==> config.mk <==
export PLATFORM = sky130hd
export DESIGN_NAME = miriscv_data_arbiter
export DESIGN_NICKNAME = d
export VERILOG_FILES = /design/src/rtl/miriscv_data_arbiter.sv
export SDC_FILE = /design/constraint.sdc
export NUM_CORES = 1
export LEC_CHECK = 0
export CAP_MARGIN = 40
export CORE_AREA = 2 2 121 123
export CTS_BUF_LIST = sky130_fd_sc_hd__clkbuf_2 sky130_fd_sc_hd__clkbuf_4 sky130_fd_sc_hd__clkbuf_8
export DETAILED_ROUTE_END_ITERATION = 12
export DIE_AREA = 0 0 123 125
export PLACE_DENSITY_LB_ADDON = 0.08
export REMOVE_ABC_BUFFERS = 1
export SYNTH_ARGS = -nofsm -noshare
export SYNTH_HDL_FRONTEND = slang
export SYNTH_SLANG_ARGS = --single-unit
==> constraint.sdc <==
create_clock -name clk_i -period 1.7 [get_ports clk_i]
set_clock_uncertainty 0.1 [all_clocks]
set_input_delay 0.17 -clock clk_i [delete_from_list [all_inputs] [get_ports clk_i]]
set_output_delay 0.17 -clock clk_i [all_outputs]
set_load 0.02 [all_outputs]
==> src/rtl/miriscv_data_arbiter.sv <==
// Two-master data-port arbiter: owner alternates via a round-robin pointer
// and a single transaction is outstanding at a time.
module miriscv_data_arbiter #(
    parameter int ADDR_W = 32,
    parameter int DATA_W = 32
) (
    input  logic                clk_i,
    input  logic                rst_i,
    input  logic                m0_req_i,
    input  logic                m0_we_i,
    input  logic [DATA_W/8-1:0] m0_be_i,
    input  logic [ADDR_W-1:0]   m0_addr_i,
    input  logic [DATA_W-1:0]   m0_wdata_i,
    output logic                m0_gnt_o,
    output logic                m0_rvalid_o,
    output logic [DATA_W-1:0]   m0_rdata_o,
    input  logic                m1_req_i,
    input  logic                m1_we_i,
    input  logic [DATA_W/8-1:0] m1_be_i,
    input  logic [ADDR_W-1:0]   m1_addr_i,
    input  logic [DATA_W-1:0]   m1_wdata_i,
    output logic                m1_gnt_o,
    output logic                m1_rvalid_o,
    output logic [DATA_W-1:0]   m1_rdata_o,
    output logic                mem_req_o,
    output logic                mem_we_o,
    output logic [DATA_W/8-1:0] mem_be_o,
    output logic [ADDR_W-1:0]   mem_addr_o,
    output logic [DATA_W-1:0]   mem_wdata_o,
    input  logic                mem_gnt_i,
    input  logic                mem_rvalid_i,
    input  logic [DATA_W-1:0]   mem_rdata_i,
    output logic                arb_busy_o
);

    localparam int BE_W = DATA_W / 8;

    typedef enum logic [1:0] {IDLE, REQ, RESP} state_t;

    state_t              state_q, state_d;
    logic                ptr_q;
    logic                owner_p0;
    logic                we_p0;
    logic [BE_W-1:0]     be_p0;
    logic [ADDR_W-1:0]   addr_p0;
    logic [DATA_W-1:0]   wdata_p0;

    logic                any_req;
    logic                winner;

    // A lone requester wins outright; a tie is broken by the pointer.
    assign any_req = m0_req_i | m1_req_i;
    assign winner  = (m0_req_i & m1_req_i) ? ptr_q : m1_req_i;

    always_comb begin
        state_d     = state_q;
        m0_gnt_o    = 1'b0;
        m1_gnt_o    = 1'b0;
        m0_rvalid_o = 1'b0;
        m1_rvalid_o = 1'b0;
        m0_rdata_o  = '0;
        m1_rdata_o  = '0;
        mem_req_o   = 1'b0;
        mem_we_o    = 1'b0;
        mem_be_o    = '0;
        mem_addr_o  = '0;
        mem_wdata_o = '0;
        case (state_q)
            IDLE: begin
                if (any_req) state_d = REQ;
            end
            REQ: begin
                mem_req_o   = 1'b1;
                mem_we_o    = we_p0;
                mem_be_o    = be_p0;
                mem_addr_o  = addr_p0;
                mem_wdata_o = wdata_p0;
                if (mem_gnt_i) begin
                    m0_gnt_o = ~owner_p0;
                    m1_gnt_o = owner_p0;
                    state_d  = RESP;
                end
            end
            RESP: begin
                if (mem_rvalid_i) begin
                    m0_rvalid_o = ~owner_p0;
                    m1_rvalid_o = owner_p0;
                    m0_rdata_o  = owner_p0 ? '0 : mem_rdata_i;
                    m1_rdata_o  = owner_p0 ? mem_rdata_i : '0;
                    state_d     = IDLE;
                end
            end
            default: state_d = IDLE;
        endcase
    end

    assign arb_busy_o = (state_q != IDLE);

    // Request latch stage: payload frozen here so master-side changes are invisible.
    always_ff @(posedge clk_i) begin
        if (rst_i) begin
            state_q  <= IDLE;
            ptr_q    <= 1'b0;
            owner_p0 <= 1'b0;
            we_p0    <= 1'b0;
            be_p0    <= '0;
            addr_p0  <= '0;
            wdata_p0 <= '0;
        end else begin
            state_q <= state_d;
            if (state_q == IDLE && any_req) begin
                owner_p0 <= winner;
                we_p0    <= winner ? m1_we_i    : m0_we_i;
                be_p0    <= winner ? m1_be_i    : m0_be_i;
                addr_p0  <= winner ? m1_addr_i  : m0_addr_i;
                wdata_p0 <= winner ? m1_wdata_i : m0_wdata_i;
            end
            if (state_q == RESP && mem_rvalid_i) ptr_q <= ~owner_p0;
        end
    end

endmodule

==> results by group <==
Outcome
  – Status: complete, but fails checks
  – Violated checks: setup timing

Critical path
  – CP Data Required Time: between 1 and 1.5 ns
  – CP max stage delay: ~0.35 ns
  – Critical Path Slowest Stage Cell: dfxtp_2
  – Crit. End Element: output port
  – Crit path cell chain: nor2b_4, buf_6, buf_12, and2_4, buf_6
  – Worst path most repeated cell: buf_6
  – R2R cell count: 7
  – Worst-path fanout max: 16
  – CP Data Arrival Time: approximately 1.6 ns
  – Startpoint types: flop
  – Setup CP Type: flop to output port

Cells and area
  – Fin util: 60.5%
  – Nets: 1047
  – Layout cells sized above 1: between 30% and 40%
  – Most common cell after layout, fill and taps aside: clkdlybuf4s50_1
  – Sequential cell area: 0.00147 sq mm
  – Area grow syn2layout: 94.3%
  – Area of the multi-input gates: roughly 0.0029 sq mm
  – Filler instances: between 1000 and 1500
  – ANT cells: 0
  – Commonest cells after routing, fill and taps aside: clkdlybuf4s50_1 (173), buf_6 (131), and2_4 (92), a21oi_1 (72)

Pwr
  – Worst IR Drop VDD: about 390 uV
  – Pwr/cell area: 625 mW/mm^2
  – Static leakage: around 0.0034 uW

Timing
  – Rel. slew slack: around 66%
  – Post-route setup slack: -0.117 ns
  – Pins Over Slew Limit: 0
  – Min cycle time layout: ~1.8 ns
  – Slew @ Worst Pin: a little over 0.5 ns
  – RSZ-0062 raised after global routing: yes
  – Final setup fails: between 90 and 100
  – Fin crit share: 107%
  – Max Clk Rate: 0.550 GHz
  – Hold Vio Cnt, Final: 0
  – Hold WS: between 0.08 and 0.09 ns

Floorplan
  – Die height: 125 microns
  – Initial cell density of the core: a little under a third
  – Die Wd: approximately 120 microns
  – Boundary pin count: around 320
  – Core area: approximately 0.014 sq mm
  – FP Rows: between 40 and 50
  – DIE AREA: ~0.015 sq mm

Global routing
  – Initial antenna violation count: 0
  – Pin count of the biggest net entering global routing: 74
  – Tot GR Track Use: about a quarter
  – Vias in the first global route: 5610
  – First-pass GRT wire length: about 30000 microns
  – Grt ovf: 0

Placement
  – I/O Buffers: 314
  – Post-DP HPWL: 13100 microns
  – RD Place Congestion: approximately 0.85

Yosys
  – Warnings, synthesis: 0
  – Cells after synthesis: 583
  – Cell variety after synth: 24
  – Mapped Area: 0.00442 sq mm
  – Sequential area share after synthesis: between 30% and 40%
  – Average size of a mapped cell: about 7.6 sq um
  – Yosys reg bits: 73

Routing
  – WL final: 20200 microns
  – Post-route DRC violation count: 0
  – Vias per cell: roughly 5.4
  – Vias: ~5700
  – Initial DRC count: approximately 430
  – Routed wire per std cell: 19.1 microns
  – Detail Route Antenna Nets: 0
  – DRT Pass-1 Iters: 4

Hold path
  – HP Class: primary input to flop
  – Hold depth: 3

Clock network
  – CTS root buffer: clkbuf_8
  – Max Buffers Root-to-Sink: 2
  – Max H-tree Level: 3
  – TritonCTS Buffers: 9
  – Clk slew on worst S/H paths: 0.07 ns
  – Total clock sinks: 73
  – CTS tree: yes
  – Clock latency on the worst-skew pair: about 0.34 ns

Job
  – Max-cap violations: 0
## sequential cells by signal, indices dropped and copies added, names as in the netlist
register,flops
owner_p0,1
be_p0,4
wdata_p0,32
we_p0,1
addr_p0,32
ptr_q,1
state_q,2
## cells by family after synthesis
| group | count (synthesis) | synth area share [%] |
|---|---|---|
| AO/OA/AOI/OAI | 212 | 29.9 |
| buffers and inverters | 78 | 7.95 |
| flip-flops | 73 | 33.0 |
| AND/OR/NAND/NOR | 220 | 29.1 |
## through the flow
step / setup slack, ns / cell area [sq um] / TNS [ns] / std cells / total power, uW
after floorplan: -1.39 / 4090 / -165.23 / 509 / 2770
after global placement: -0.450 / 7810 / -42.24 / 1032 / 3800
after detailed placement: -0.488 / 7810 / -45.24 / 1032 / 3830
after CTS: -0.181 / 8310 / -15.57 / 1062 / 5290
after global routing: -0.184 / 8590 / -15.55 / 1060 / 5640
final: -0.117 / 8590 / -8.89 / 1060 / 5370
## repair_timing
| action | 4_1_cts | 5_1_grt |
|---|---|---|
| setup buffers | 8 | 1 |
| hold buffers | 0 | 0 |
| pin swaps | 14 | 13 |
| endpoints found under the setup margin | 139 | 142 |
| gates cloned | 6 | 0 |
| gates resized for setup | 731 | 206 |
## worst paths after layout
| kind | from | end | slack, ns |
|---|---|---|---|
| setup reg to reg | state_q[0] | wdata_p0[29] | 0.09 |
| hold / removal | m1_req_i | owner_p0 | 0.09 |
| hold reg to reg | addr_p0[11] | addr_p0[11] | 0.41 |
| setup / recovery | state_q[0] | mem_wdata_o[5] | -0.12 |
## power breakdown
group          internal [uW]  switching, uW  total (uW)
clock                    730            679        1410
combinational           1020            928        1950
sequential              1920            101        2020
## per-layer routing
| metal | part of all wire [%] | global-route usage, % |
|---|---|---|
| met1 | 41 | 33.0 |
| met2 | 50 | 41.6 |
| met3 | 7.6 | 6.25 |
| met4 | 1.4 | 5.68 |
| met5 | 0 | 0 |
## final cells by class
class	count	share of cell area (%)
well taps	184	2.68
flip-flops and latches	73	17.0
clock buffers	11	1.69
inverters	4	0.175
multi-input cells	432	33.3
repair buffers	351	44.5
clock inverters	5	0.641
## cells in the mapped netlist
cell type / number / area, sq um
a21oi_1: 72 / 360
a22oi_1: 1 / 7.51
a311oi_1: 69 / 604
and2_1: 133 / 832
and2b_2: 1 / 8.76
and4bb_2: 1 / 12.5
buf_2: 29 / 145
buf_4: 4 / 30.0
buf_6: 1 / 11.3
clkbuf_1: 40 / 150
dfxtp_1: 73 / 1460
inv_1: 2 / 7.51
inv_2: 2 / 7.51
nand2_1: 2 / 7.51
nand2b_1: 1 / 6.26
nand3_1: 70 / 350
nand3b_1: 1 / 7.51
nor2_1: 6 / 22.5
nor2_2: 1 / 6.26
nor2_4: 2 / 22.5
nor2b_1: 1 / 6.26
o21ai_0: 63 / 315
o21ai_1: 7 / 35.0
or2_1: 1 / 6.26
## critical path, delay by kind of cell, from the launching register on
| kind | cells | cell delay, ns |
|---|---|---|
| buffers and inverters | 3 | 0.44 |
| DFF | 1 | 0.35 |
| and+or+nand+nor | 2 | 0.41 |
(Power assumes the default switching activity.)
